--- config.mk ---
export PLATFORM = sky130hd
export DESIGN_NAME = flash_op_sched
export DESIGN_NICKNAME = d
export VERILOG_FILES = /design/src/rtl/flash_op_sched_pkg.sv /design/src/rtl/flash_op_sched_rr_arb.sv /design/src/rtl/flash_op_sched.sv
export SDC_FILE = /design/constraint.sdc
export NUM_CORES = 1
export LEC_CHECK = 0
export BUFFER_PORTS_ARGS = -buffer_cell sky130_fd_sc_hd__clkbuf_2
export CAP_MARGIN = 25
export CORE_ASPECT_RATIO = 0.6
export CORE_MARGIN = 2
export CORE_UTILIZATION = 40
export DETAILED_ROUTE_END_ITERATION = 8
export PLACE_DENSITY = 0.66
export SLEW_MARGIN = 5
export SYNTH_ARGS = -nofsm -noshare
export SYNTH_HDL_FRONTEND = slang
export SYNTH_SLANG_ARGS = --single-unit
--- constraint.sdc ---
create_clock -name clk -period 2 [get_ports clk]
set_input_delay 0.2 -clock clk [delete_from_list [all_inputs] [get_ports clk]]
set_output_delay 0.2 -clock clk [all_outputs]
set_load 0.1 [all_outputs]
--- src/rtl/flash_op_sched_pkg.sv ---
// Shared definitions for the flash operation scheduler.
// Contents: opcode encodings, scheduler FSM state encoding, engine idle-bit
// index, page size limit, and a helper that flags unserviceable sizes.
package flash_op_sched_pkg;

   typedef enum logic [1:0] {
      OpRead      = 2'b00,
      OpProg      = 2'b01,
      OpSectErase = 2'b10,
      OpBulkErase = 2'b11
   } op_e;

   typedef enum logic [2:0] {
      StIdle     = 3'd0,
      StWren     = 3'd1,
      StWrenWait = 3'd2,
      StOp       = 3'd3,
      StOpWait   = 3'd4,
      StDone     = 3'd5
   } state_e;

   localparam int unsigned EngIdleBit = 0;
   localparam int unsigned PageBytes  = 256;

   // A read needs at least one byte; a program must fit in a single page.
   function automatic logic size_bad(input op_e op, input logic [9:0] size);
      logic bad;
      bad = 1'b0;
      unique case (op)
         OpRead:      bad = (size == 10'd0);
         OpProg:      bad = (size == 10'd0) || (size > 10'(PageBytes));
         OpSectErase: bad = 1'b0;
         OpBulkErase: bad = 1'b0;
      endcase
      return bad;
   endfunction

endpackage

--- src/rtl/flash_op_sched_rr_arb.sv ---
// flash_rr_arb: two-way arbiter with a last-served pointer.
// Ports:
//   clk_i, rst_ni      clock, synchronous active-low reset
//   req_a_i, req_b_i   pending requests
//   take_i             the current grant is consumed this cycle
//   gnt_a_o, gnt_b_o   combinational one-hot (or zero) grant
// With RrEn=0 requester A always wins a tie.
module flash_rr_arb #(
   parameter bit RrEn = 1'b1
) (
   input  logic clk_i,
   input  logic rst_ni,
   input  logic req_a_i,
   input  logic req_b_i,
   input  logic take_i,
   output logic gnt_a_o,
   output logic gnt_b_o
);

   // Set when A was served last, giving B the next tie.
   logic prio_b_q, prio_b_d;

   always_comb begin
      gnt_a_o = 1'b0;
      gnt_b_o = 1'b0;
      if (RrEn && prio_b_q) begin
         gnt_b_o = req_b_i;
         gnt_a_o = req_a_i & ~req_b_i;
      end else begin
         gnt_a_o = req_a_i;
         gnt_b_o = req_b_i & ~req_a_i;
      end
   end

   always_comb begin
      prio_b_d = prio_b_q;
      if (take_i) begin
         prio_b_d = gnt_a_o;
      end
   end

   always_ff @(posedge clk_i) begin
      if (!rst_ni) begin
         prio_b_q <= 1'b0;
      end else begin
         prio_b_q <= prio_b_d;
      end
   end

endmodule

--- src/rtl/flash_op_sched.sv ---
// flash_op_sched: arbitrates two requesters (A, B) onto a single flash engine
// and sequences write-enable + operation pulses against the engine's state.
// Ports:
//   clk, rst                      clock, synchronous active-low reset
//   {a,b}_req/op/addr/size        requester command, held until grant
//   {a,b}_grant/done/err          one-cycle handshake pulses per requester
//   eng_*_req / eng_read_rq       one-cycle engine request pulses
//   eng_addr, eng_size            captured command, stable until done
//   eng_state                     engine one-hot state, bit 0 = idle
//   busy                          scheduler not in IDLE
module flash_op_sched
   import flash_op_sched_pkg::*;
#(
   parameter int unsigned TIMEOUT_CYC = 32'd70_000_000,
   parameter bit          RR_EN       = 1'b1
) (
   input  logic        clk,
   input  logic        rst,
   input  logic        a_req,
   input  logic [1:0]  a_op,
   input  logic [23:0] a_addr,
   input  logic [9:0]  a_size,
   output logic        a_grant,
   output logic        a_done,
   output logic        a_err,
   input  logic        b_req,
   input  logic [1:0]  b_op,
   input  logic [23:0] b_addr,
   input  logic [9:0]  b_size,
   output logic        b_grant,
   output logic        b_done,
   output logic        b_err,
   output logic        eng_read_rq,
   output logic        eng_write_en_req,
   output logic        eng_write_req,
   output logic        eng_sector_erase_req,
   output logic        eng_bulk_erase_req,
   output logic [23:0] eng_addr,
   output logic [9:0]  eng_size,
   input  logic [12:0] eng_state,
   output logic        busy
);

   state_e      state_q, state_d;
   logic [31:0] cnt_q, cnt_d;
   logic        started_q, started_d;
   logic        err_q, err_d;
   logic        owner_b_q, owner_b_d;
   op_e         op_q, op_d;
   logic [23:0] addr_q, addr_d;
   logic [9:0]  size_q, size_d;
   logic        a_grant_q, a_grant_d, b_grant_q, b_grant_d;
   logic        rd_q, rd_d, wen_q, wen_d, wr_q, wr_d, se_q, se_d, be_q, be_d;

   logic        arb_gnt_a, arb_gnt_b, arb_take;
   logic        eng_idle;
   op_e         sel_op;
   logic [23:0] sel_addr;
   logic [9:0]  sel_size;
   logic [11:0] unused_eng_state;

   assign eng_idle         = eng_state[EngIdleBit];
   assign unused_eng_state = eng_state[12:1];

   assign sel_op   = arb_gnt_b ? op_e'(b_op) : op_e'(a_op);
   assign sel_addr = arb_gnt_b ? b_addr : a_addr;
   assign sel_size = arb_gnt_b ? b_size : a_size;

   flash_rr_arb #(
      .RrEn (RR_EN)
   ) u_arb (
      .clk_i   (clk),
      .rst_ni  (rst),
      .req_a_i (a_req),
      .req_b_i (b_req),
      .take_i  (arb_take),
      .gnt_a_o (arb_gnt_a),
      .gnt_b_o (arb_gnt_b)
   );

   // State register
   always_ff @(posedge clk) begin
      if (!rst) begin
         state_q   <= StIdle;
         cnt_q     <= '0;
         started_q <= 1'b0;
         err_q     <= 1'b0;
         owner_b_q <= 1'b0;
         op_q      <= OpRead;
         addr_q    <= '0;
         size_q    <= '0;
         a_grant_q <= 1'b0;
         b_grant_q <= 1'b0;
         rd_q      <= 1'b0;
         wen_q     <= 1'b0;
         wr_q      <= 1'b0;
         se_q      <= 1'b0;
         be_q      <= 1'b0;
      end else begin
         state_q   <= state_d;
         cnt_q     <= cnt_d;
         started_q <= started_d;
         err_q     <= err_d;
         owner_b_q <= owner_b_d;
         op_q      <= op_d;
         addr_q    <= addr_d;
         size_q    <= size_d;
         a_grant_q <= a_grant_d;
         b_grant_q <= b_grant_d;
         rd_q      <= rd_d;
         wen_q     <= wen_d;
         wr_q      <= wr_d;
         se_q      <= se_d;
         be_q      <= be_d;
      end
   end

   // Next-state logic
   always_comb begin
      state_d   = state_q;
      cnt_d     = cnt_q;
      started_d = started_q;
      err_d     = err_q;
      owner_b_d = owner_b_q;
      op_d      = op_q;
      addr_d    = addr_q;
      size_d    = size_q;
      a_grant_d = 1'b0;
      b_grant_d = 1'b0;
      rd_d      = 1'b0;
      wen_d     = 1'b0;
      wr_d      = 1'b0;
      se_d      = 1'b0;
      be_d      = 1'b0;
      arb_take  = 1'b0;

      unique case (state_q)
         StIdle: begin
            if (arb_gnt_a || arb_gnt_b) begin
               arb_take  = 1'b1;
               owner_b_d = arb_gnt_b;
               op_d      = sel_op;
               addr_d    = sel_addr;
               size_d    = sel_size;
               // A bad size still walks through WREN/OP so done lands a cycle after grant.
               err_d     = size_bad(sel_op, sel_size);
               a_grant_d = arb_gnt_a;
               b_grant_d = arb_gnt_b;
               state_d   = (sel_op == OpRead) ? StOp : StWren;
            end
         end

         StWren: begin
            if (err_q) begin
               state_d = StDone;
            end else if (eng_idle) begin
               wen_d     = 1'b1;
               cnt_d     = '0;
               started_d = 1'b0;
               state_d   = StWrenWait;
            end
         end

         StOp: begin
            if (err_q) begin
               state_d = StDone;
            end else if (eng_idle) begin
               unique case (op_q)
                  OpRead:      rd_d = 1'b1;
                  OpProg:      wr_d = 1'b1;
                  OpSectErase: se_d = 1'b1;
                  OpBulkErase: be_d = 1'b1;
               endcase
               cnt_d     = '0;
               started_d = 1'b0;
               state_d   = StOpWait;
            end
         end

         StWrenWait, StOpWait: begin
            if (!eng_idle) begin
               started_d = 1'b1;
            end
            // Completion needs the engine to have left idle first, so the
            // idle cycle right after our pulse is not mistaken for "done".
            if (started_q && eng_idle) begin
               state_d = (state_q == StWrenWait) ? StOp : StDone;
            end else if (cnt_q == 32'(TIMEOUT_CYC - 1)) begin
               err_d   = 1'b1;
               state_d = StDone;
            end else begin
               cnt_d = cnt_q + 32'd1;
            end
         end

         StDone: begin
            state_d = StIdle;
         end

         default: begin
            state_d = StIdle;
         end
      endcase
   end

   // Outputs
   always_comb begin
      busy   = (state_q != StIdle);
      a_done = 1'b0;
      a_err  = 1'b0;
      b_done = 1'b0;
      b_err  = 1'b0;
      if (state_q == StDone) begin
         a_done = ~owner_b_q;
         a_err  = ~owner_b_q & err_q;
         b_done = owner_b_q;
         b_err  = owner_b_q & err_q;
      end
      a_grant              = a_grant_q;
      b_grant              = b_grant_q;
      eng_read_rq          = rd_q;
      eng_write_en_req     = wen_q;
      eng_write_req        = wr_q;
      eng_sector_erase_req = se_q;
      eng_bulk_erase_req   = be_q;
      eng_addr             = addr_q;
      eng_size             = size_q;
   end

endmodule

## Word level (Yosys, flattened, before mapping)

Cells that the tools add are included.

- Add/sub/neg operators: 1
- Order comparisons: 1
- Equal/unequal tests: 22
- Multiplexer cells: 40
- Bitwise logic cells: 11
- Reductions and logical operators: 21

Operators with widths:

| cell | number |
|---|---|
| $mux W32 | 4 |
| $pmux W32 S2 | 1 |
| $add A32 B1 Y32 const B | 1 |
| $eq A32 B27 Y1 const B | 1 |
| $mux W24 | 1 |
| $mux W3 | 8 |
| $mux W1 | 19 |
| $ne A2 B2 Y1 const B | 6 |
| $pmux W3 S4 | 1 |
| $reduce_and A4 Y1 | 3 |
| $gt A10 B9 Y1 const B | 1 |
| $logic_not A10 Y1 | 1 |
| $mux W10 | 1 |
| $ne A3 B3 Y1 const B | 3 |
| $eq A2 B2 Y1 const B | 4 |
| $not A1 Y1 | 7 |
| $eq A3 B2 Y1 const B | 2 |
| $eq A3 B3 Y1 const B | 2 |
| $reduce_or A2 Y1 | 3 |
| $reduce_and A5 Y1 | 1 |
| $and A1 B1 Y1 | 4 |
| $eq A2 B1 Y1 const B | 2 |
| $logic_not A2 Y1 | 2 |
| $mux W2 | 2 |
| other kinds (13) | 16 |

- Register bits after elaboration: 82
- Input bits: 89
- Output and inout bits: 46
- Word-level logic and storage cells: 112

## Longest topological paths before layout

Gate-level depths: netlist of the first run.

- Word-level depth: 9
- Gate-level depth with buffers: 8
- Mapped depth without buffers: 5

## Hierarchy

Synthesis of the first run repeated with hierarchy kept, for this count alone.

- Cell total of the unflattened synthesis: 460
- Area total of the unflattened synthesis: 4103.9 µm²

Modules (own cells, without submodules):

| module | times used | cells an instance | area an instance (µm²) | sequential area each (µm²) |
|---|---|---|---|---|
| flash_op_sched | 1 | 454 | 4043.9 | 1621.6 |
| flash_rr_arb | 1 | 6 | 60.1 | 20.0 |

## Least setup slack after synthesis of the first run

No wires, ideal clock.

- Kind: register -> output
- Start: register state_q[2]
- End: output a_err
- Arrival time: 3.674 ns
- Data required time: 1.800 ns
- Setup slack: -1.874 ns
- Stages on the path, launching flop included: 5
- Path buffers: 1
- Cell sequence: dfxtp_1 > clkbuf_1 > nand2_1 > nor3_1 > and2_1

- Word-level cells in the longest chain between the ends: 2

Ends and longest elaborated chain:

| item | line | RTL |
|---|---|---|
| start, declared | flash_op_sched.sv:44 | `state_e state_q, state_d;` |
| start signal, assigned | flash_op_sched.sv:84 | `state_q <= StIdle;` |
| start signal, assigned | flash_op_sched.sv:100 | `state_q <= state_d;` |
| $eq A3 B3 Y1 | flash_op_sched.sv:213 | `if (state_q == StDone) begin` |
| $mux W1 | flash_op_sched.sv:213 |  |
| end, declared | flash_op_sched.sv:25 | `output logic a_err,` |

Every way passes these cells.

## Final worst setup path of the first run

- Start: register cnt_q[27]
- End: register cnt_q[2]

- Word-level cells in the longest chain between the ends: 3

Ends and longest elaborated chain:

| item | line | RTL |
|---|---|---|
| start, declared | flash_op_sched.sv:45 | `logic [31:0] cnt_q, cnt_d;` |
| start signal, assigned | flash_op_sched.sv:101 | `cnt_q <= cnt_d;` |
| $eq A32 B27 Y1 | flash_op_sched.sv:188 | `end else if (cnt_q == 32'(TIMEOUT_CYC - 1)) begin` |
| $ne A2 B2 Y1 (no source line) | n/a |  |
| $reduce_and A5 Y1 (no source line) | n/a |  |

Every way passes these cells.
A chain may end at the register's enable or synchronous reset.

==> impl_metrics.py, run 1 <==
metrics = {
    "setup_path": {
        "arrival_ps": 2460,
        "timing.critical_path.mode_cell": "sky130_fd_sc_hd__or4_4",
        "timing.critical_path.cells": "or4_4 > or4_4 > nor4_4 > buf_6 > nor2_4 > a311oi_1",
        "crit_path_start_kind": "flip-flop",
        "wp_data_required_ps": 2240,
        "critical_path.slowest_cell": "sky130_fd_sc_hd__or4_4",
        "path_max_fanout": 6,
        "critPathKind": "reg -> reg",
        "end_kind": "flip-flop",
        "crit_path_max_incr_delay_ps": 580,
    },
    "clocking": {
        "clock-sinks": 82,
        "cts-hold-fix-buffers": 0,
        "clock_network_latency_to_the_later_pin_of_the_worst_skew_pair_ps": 330,
        "worst_setup_hold_path_clk_slew_ps": 60,
        "cts-buffers-inserted": 9,
        "clockBufferDepth": 2,
        "cts_tree": "yes",
        "clock_tree.root_cell": "sky130_fd_sc_hd__clkbuf_16",
        "clock_tree.htree_level_count": 3,
    },
    "timing": {
        "period_needed_ps": 2220,
        "finalSetupViolCount": 13,
        "worst_clock_skew_ps": 6.65,
        "slew_headroom": 0.607,
        "period_share": 1.11,
        "fin_tns_setup_ps": -2250,
        "grt_setup_unrepaired": "yes",
        "final.setup.worst_slack_ps": -216,
        "tightestPinTransition_ps": 587,
        "max_freq_mhz": 451,
        "timing.final.hold_violations": 0,
        "slew_viol_final": 0,
    },
    "route": {
        "drt_pass1_iterations": 5,
        "postRouteWirelength_um": 10700,
        "route.detailed.drc": 0,
        "num_vias": 4025,
        "vias_per_cell": 5.34,
        "postRouteAntennaNets": 0,
        "wl_per_cell_um": 14.2,
        "drt_iter0_markers": 281,
    },
    "pwr": {
        "clkPwrFrac": 0.196,
        "fraction_of_power_spent_switching_nets": 0.527,
        "power.switching_w": 0.00456,
        "cellPowerDensity_nw_per_um2": 1600,
        "intPower_w": 0.00408,
        "combPwrFrac": 0.542,
        "pwr-share-seq": 0.262,
        "peak_supply_drop_mv": 1.12,
        "power.static_leakage_nw": 2.40,
    },
    "flow_run": {
        "total_of_max_cap_violations": 0,
    },
    "yosys": {
        "yosys_warnings": 0,
        "postSynth.topFlopCell": "sky130_fd_sc_hd__dfxtp_1",
        "post-synth-top-area-fraction": 0.416,
        "synth.distinct_cells": 49,
        "synth.top_cells.by_count": "sky130_fd_sc_hd__dfxtp_1 (82), sky130_fd_sc_hd__nor2_1 (65), sky130_fd_sc_hd__mux2i_1 (40)",
        "syn-mean-instance-area_sq_um": 8.58,
        "synth-seq-area-share": 0.416,
        "synthesis.instances": 460,
        "synth_enable_flop_cells": 0,
        "yosysMostFrequentCell": "sky130_fd_sc_hd__dfxtp_1",
        "netlist.top_cell.by_area": "sky130_fd_sc_hd__dfxtp_1",
        "postSynthRegisterBits": 82,
        "syn-cell-area_sq_um": 3950,
        "asyncSetResetFlopFracSynth": 0,
        "postSynthNetCount": 550,
        "synth.area.top_cells": "sky130_fd_sc_hd__dfxtp_1 (42%), sky130_fd_sc_hd__mux2i_1 (10%), sky130_fd_sc_hd__a211oi_1 (7.2%)",
    },
    "die": {
        "start_util": 0.405,
        "floorplan.rows": 28,
        "coreArea_sq_um": 9740,
        "die_width_um": 132,
        "dieArea_sq_um": 10700,
        "top_level_ports": 135,
        "dieHeight_um": 81.0,
    },
    "outcome": {
        "failing_checks": "setup timing",
        "status": "finished with violations",
    },
    "layout": {
        "area_delta_synth_final_pct": 37.1,
        "multi_input_comb_area_sq_um": 2260,
        "postLayoutCoreUtil": 0.556,
        "stdcell_area_sq_um": 5410,
        "seqCellArea_sq_um": 1650,
        "num_antenna_cells": 0,
        "fill_cells": 869,
        "final_layout_size_suffix_gt1_frac": 0.347,
        "finish.net_count": 704,
    },
    "place": {
        "dpl.hpwl_um": 8030,
        "gp_routability_congestion": 0.871,
        "io_buffer_count": 122,
        "dpl_cell_area_sq_um": 5000,
    },
    "grt": {
        "grt_pass1_vias": 3478,
        "grt_start_max_net_pins": 43,
        "grt_antenna_before_repair": 0,
        "global_route_wire_length_before_repair_um": 16800,
        "all_layer_gr_usage": 0.195,
        "grt_overflow": 0,
    },
    "worst_hold_path": {
        "hp-class": "in -> reg",
    },
}
[stage by stage]
step	setup WS (ps)	hold WS [ps]	cells	total power, W
global route	-285	125	754	0.00908
CTS	-187	101	749	0.00860
detailed placement	-173	463	733	0.00688
finish	-216	117	754	0.00864
floorplan	-49.3	314	460	0.00603
global placement	-152	452	733	0.00683
[logic make-up (layout without fill, tap and decap cells)]
logic type      count (synthesis)  count (layout)  synth area share
flops                          82              82             0.416
compound gates                 97              97             0.164
buf+inv                        36             195            0.0371
mux                            41              41             0.104
fa+ha+maj                       1               1           0.00317
xor+xnor                       11              11            0.0244
simple gates                  192             192             0.252
[final timing paths]
kind	startpoint	slack [ps]	cells after the start	end
setup / recovery	cnt_q[27]	-220	6	cnt_q[2]
hold reg to reg	op_q[0]	470	1	eng_sector_erase_req
setup reg to reg	cnt_q[27]	-220	6	cnt_q[2]
hold / removal	a_req	120	3	a_grant
[state kept, by name, indices dropped and copies added, names as in the netlist]
register              flops
eng_write_req             1
u_arb.prio_b_q            1
started_q                 1
eng_bulk_erase_req        1
b_grant                   1
op_q                      2
err_q                     1
eng_write_en_req          1
a_grant                   1
eng_sector_erase_req      1
state_q                   3
cnt_q                    32
eng_read_rq               1
eng_addr                 24
owner_b_q                 1
eng_size                 10
[layout make-up]
cell class,count,area share
Clock buffer,9,0.0416
Clock inverter,7,0.0155
Tap cell,135,0.0312
Multi-Input combinational cell,342,0.418
Inverter,9,0.00693
Sequential cell,82,0.304
Timing Repair Buffer,170,0.183
[timing repair]
action,CTS,global route
pin swaps,2,2
endpoints found under the setup margin,12,22
gates resized for setup,5,12
buffers inserted,0,4
hold endpoints to repair,0,0
gates cloned,0,1
[cell usage in the layout (no fill, tap or decap), types with 4 or more instances in the layout]
master	count
sky130_fd_sc_hd__nor2_1	64
sky130_fd_sc_hd__and2_1	6
sky130_fd_sc_hd__o21ai_0	12
sky130_fd_sc_hd__and3_1	5
sky130_fd_sc_hd__nor4_1	5
sky130_fd_sc_hd__nor3_1	12
sky130_fd_sc_hd__inv_1	7
sky130_fd_sc_hd__nand4_1	12
sky130_fd_sc_hd__mux2i_1	40
sky130_fd_sc_hd__a21oi_1	22
sky130_fd_sc_hd__xor2_1	9
sky130_fd_sc_hd__clkbuf_16	9
sky130_fd_sc_hd__a211oi_1	37
sky130_fd_sc_hd__nand2b_1	4
sky130_fd_sc_hd__dfxtp_1	79
sky130_fd_sc_hd__clkbuf_2	120
sky130_fd_sc_hd__nand3_1	19
sky130_fd_sc_hd__buf_4	47
sky130_fd_sc_hd__or3_1	11
sky130_fd_sc_hd__nand2_1	24
sky130_fd_sc_hd__o211ai_1	6
[critical path: cells and delay by family (launching register included)]
kind,cells,cell delay [ps]
compound gates,1,220
buf+inv,1,190
flops,1,320
simple gates,4,1390
[power groups by stage]
stage,sequential [W],clock (W),combinational (W)
final,0.00226,0.00170,0.00468
after CTS,0.00224,0.00174,0.00462
after global placement,0.00225,0,0.00458
after global routing,0.00231,0.00181,0.00496
after floorplan,0.00440,0,0.00163
after detailed placement,0.00227,0,0.00461
[layer usage]
metal,global-route usage,wire length (um),up-vias
met3,0.0512,791,9
met4,0.0527,65,0
li1,-,-,2023
met5,0,0,-
met2,0.289,4610,131
met1,0.280,5230,1862
(Power assumes the default switching activity.)
==> inputs of run 2 (changes only) <==
--- a/config.mk
+++ b/config.mk
@@ -8,10 +8,9 @@
 export BUFFER_PORTS_ARGS = -buffer_cell sky130_fd_sc_hd__clkbuf_2
 export CAP_MARGIN = 25
 export CORE_ASPECT_RATIO = 0.6
-export CORE_MARGIN = 2
-export CORE_UTILIZATION = 40
+export CORE_UTILIZATION = 31
 export DETAILED_ROUTE_END_ITERATION = 8
-export PLACE_DENSITY = 0.66
+export PLACE_DENSITY = 0.53
 export SLEW_MARGIN = 5
 export SYNTH_ARGS = -nofsm -noshare
 export SYNTH_HDL_FRONTEND = slang
==> run 2 against run 1 <==
Net effect:
- the flow still finishes with violations (setup timing)
- combinational power up 2%
- clock skew about the same
- clock power up 9%
- non-clock buffer count down 1
- utilization down 11 points
- total power up 2.7%
- register-to-register slack worse by 30 ps
- die area up 23%
- critical path type unchanged
==> impl_metrics.py, run 2 (same netlist as run 1, synthesis figures left out) <==
metrics = {
    "layout": {
        "mostFrequentLayoutCells": "sky130_fd_sc_hd__clkbuf_2 (120), sky130_fd_sc_hd__dfxtp_1 (79), sky130_fd_sc_hd__nor2_1 (64)",
        "final_common_cell": "sky130_fd_sc_hd__clkbuf_2",
        "area_delta_synth_final_pct": 39.4,
        "max_flop_register": "cnt_q",
        "finish.net_count": 703,
        "fin_cells": 783,
        "fill_cells": 1218,
        "largest_register_ffs": 32,
        "final_layout_size_suffix_gt1_frac": 0.345,
        "num_antenna_cells": 0,
    },
    "grt": {
        "global_route_wire_length_before_repair_um": 17000,
        "grt_pass1_vias": 3335,
        "all_layer_gr_usage": 0.166,
        "grt_antenna_before_repair": 0,
        "grt_overflow": 0,
        "grt_start_max_net_pins": 41,
    },
    "die": {
        "start_util": 0.323,
        "top_level_ports": 135,
        "floorplan.rows": 31,
        "die_width_um": 148,
        "dieHeight_um": 89.4,
        "coreArea_sq_um": 12200,
        "dieArea_sq_um": 13200,
    },
    "setup_path": {
        "timing.rr.end": "state_q[1]",
        "r2r_cells": 6,
        "worst_path_dominant_cell_family": "simple AND/OR/NAND/NOR gates",
        "crit_path_start_kind": "flip-flop",
        "regToRegStartpoint": "cnt_q[27]",
        "crit_path_start": "cnt_q[27]",
        "timing.critical_path.cells": "or4_4 > or4_4 > buf_4 > nor3_4 > o21ai_1 > a221oi_1",
        "worst-r2r-setup-slack_ps": -250,
        "timing.critical_path.mode_cell": "sky130_fd_sc_hd__or4_4",
        "crit_path_max_incr_delay_ps": 580,
        "path_max_fanout": 2,
        "end_kind": "flip-flop",
        "arrival_ps": 2480,
        "critical_path.slowest_cell": "sky130_fd_sc_hd__or4_4",
        "worstPathBufferInverterCount": 1,
        "critPathKind": "reg -> reg",
        "wp_data_required_ps": 2230,
    },
    "clocking": {
        "clock_network_latency_to_the_later_pin_of_the_worst_skew_pair_ps": 340,
        "clock_tree.root_cell": "sky130_fd_sc_hd__clkbuf_16",
        "cts-hold-fix-buffers": 0,
        "worst_setup_hold_path_clk_slew_ps": 70,
        "cts-buffers-inserted": 9,
        "clock-sinks": 82,
        "clock_tree.htree_level_count": 3,
        "cts_tree": "yes",
        "clockBufferDepth": 2,
    },
    "timing": {
        "fin_tns_setup_ps": -1920,
        "worst_clock_skew_ps": 6.39,
        "finalSetupViolCount": 14,
        "tightestPinTransition_ps": 606,
        "slew_viol_final": 0,
        "max_freq_mhz": 444,
        "final.setup.worst_slack_ps": -250,
        "period_share": 1.12,
        "period_needed_ps": 2250,
        "grt_setup_unrepaired": "yes",
        "timing.final.hold_violations": 0,
        "slew_headroom": 0.595,
    },
    "route": {
        "drt_pass1_iterations": 4,
        "num_vias": 3891,
        "postRouteAntennaNets": 0,
        "route.detailed.drc": 0,
        "postRouteWirelength_um": 11400,
        "drt_iter0_markers": 246,
        "wl_per_cell_um": 14.5,
        "vias_per_cell": 4.97,
    },
    "place": {
        "dp.cells": 762,
        "io_buffer_count": 122,
        "dpl.hpwl_um": 8700,
        "gp_routability_congestion": 0.809,
    },
    "worst_hold_path": {
        "endpoint_worst_hold": "a_grant",
        "hold_depth": 3,
        "min_from": "a_req",
        "hp-class": "in -> reg",
    },
    "pwr": {
        "cellPowerDensity_nw_per_um2": 1610,
        "total_power_w": 0.00887,
        "power.static_leakage_nw": 2.41,
        "peak_supply_drop_mv": 0.593,
    },
    "flow_run": {
        "total_of_max_cap_violations": 0,
    },
    "outcome": {
        "status": "finished with violations",
        "failing_checks": "setup timing",
    },
}
[run 2: cell count changes in the layout (fill, tap and decap cells not counted), moves of 2 or more]
cell	change
sky130_fd_sc_hd__buf_12	+3
sky130_fd_sc_hd__buf_4	-3
sky130_fd_sc_hd__nand3_1	+2
sky130_fd_sc_hd__nand3_2	-2
[run 2: what timing repair did]
action                     CTS  global route
cloned                       0             0
pin swaps                    3             2
hold endpoints to repair     0             0
setup endpoints to repair   13            24
resized for setup            6            11
buffers inserted             1             4
[run 2: where the power goes]
group / switching (W) / internal [W]
Sequential: 0.000242 / 0.00202
Clock: 0.000727 / 0.00112
Combinational: 0.00365 / 0.00111
[run 2: worst max path at each step]
| stage | to | slack (ps) | cells past startpoint |
|---|---|---|---|
| after floorplan | cnt_q[2] | -50 | 6 |
| after global placement | cnt_q[2] | -160 | 6 |
| after detailed placement | cnt_q[6] | -200 | 6 |
| after CTS | cnt_q[6] | -160 | 6 |
| after global routing | cnt_q[2] | -260 | 6 |
| final | state_q[1] | -250 | 6 |
[run 2: layer usage]
metal / GRT usage / up-vias / wire length [um] / share of wire
li1: - / 2014 / - / -
met1: 0.254 / 1781 / 6000 / 0.53
met2: 0.228 / 87 / 4690 / 0.41
met3: 0.0398 / 9 / 582 / 0.051
met4: 0.0394 / 0 / 87 / 0.0077
met5: 0 / - / 0 / 0
[run 2: worst reg2reg max path, stage by stage (launching register included)]
cell and delay, ps:
sky130_fd_sc_hd__dfxtp_2 320, sky130_fd_sc_hd__or4_4 530, sky130_fd_sc_hd__or4_4 580, sky130_fd_sc_hd__buf_4 170, sky130_fd_sc_hd__nor3_4 170, sky130_fd_sc_hd__o21ai_1 90, sky130_fd_sc_hd__a221oi_1 280
[run 2: cell type report]
type | count | area [sq um] | area share
Multi-Input combinational cell | 342 | 2260 | 0.411
Sequential cell | 82 | 1650 | 0.299
Clock inverter | 7 | 106 | 0.0193
Inverter | 9 | 37.5 | 0.00682
Tap cell | 165 | 206 | 0.0375
Timing Repair Buffer | 169 | 1020 | 0.186
Clock buffer | 9 | 225 | 0.0409
[run 2: through the flow]
step | area [sq um] | util | setup WS, ps | hold WS (ps)
2_1_floorplan | 4040 | - | -49.3 | 314
3_3_place_gp | 5060 | 0.415 | -164 | 453
3_5_place_dp | 5060 | 0.415 | -197 | 456
4_1_cts | 5420 | 0.444 | -161 | 91.4
5_1_grt | 5500 | 0.450 | -260 | 102
6_report | 5500 | 0.450 | -250 | 110
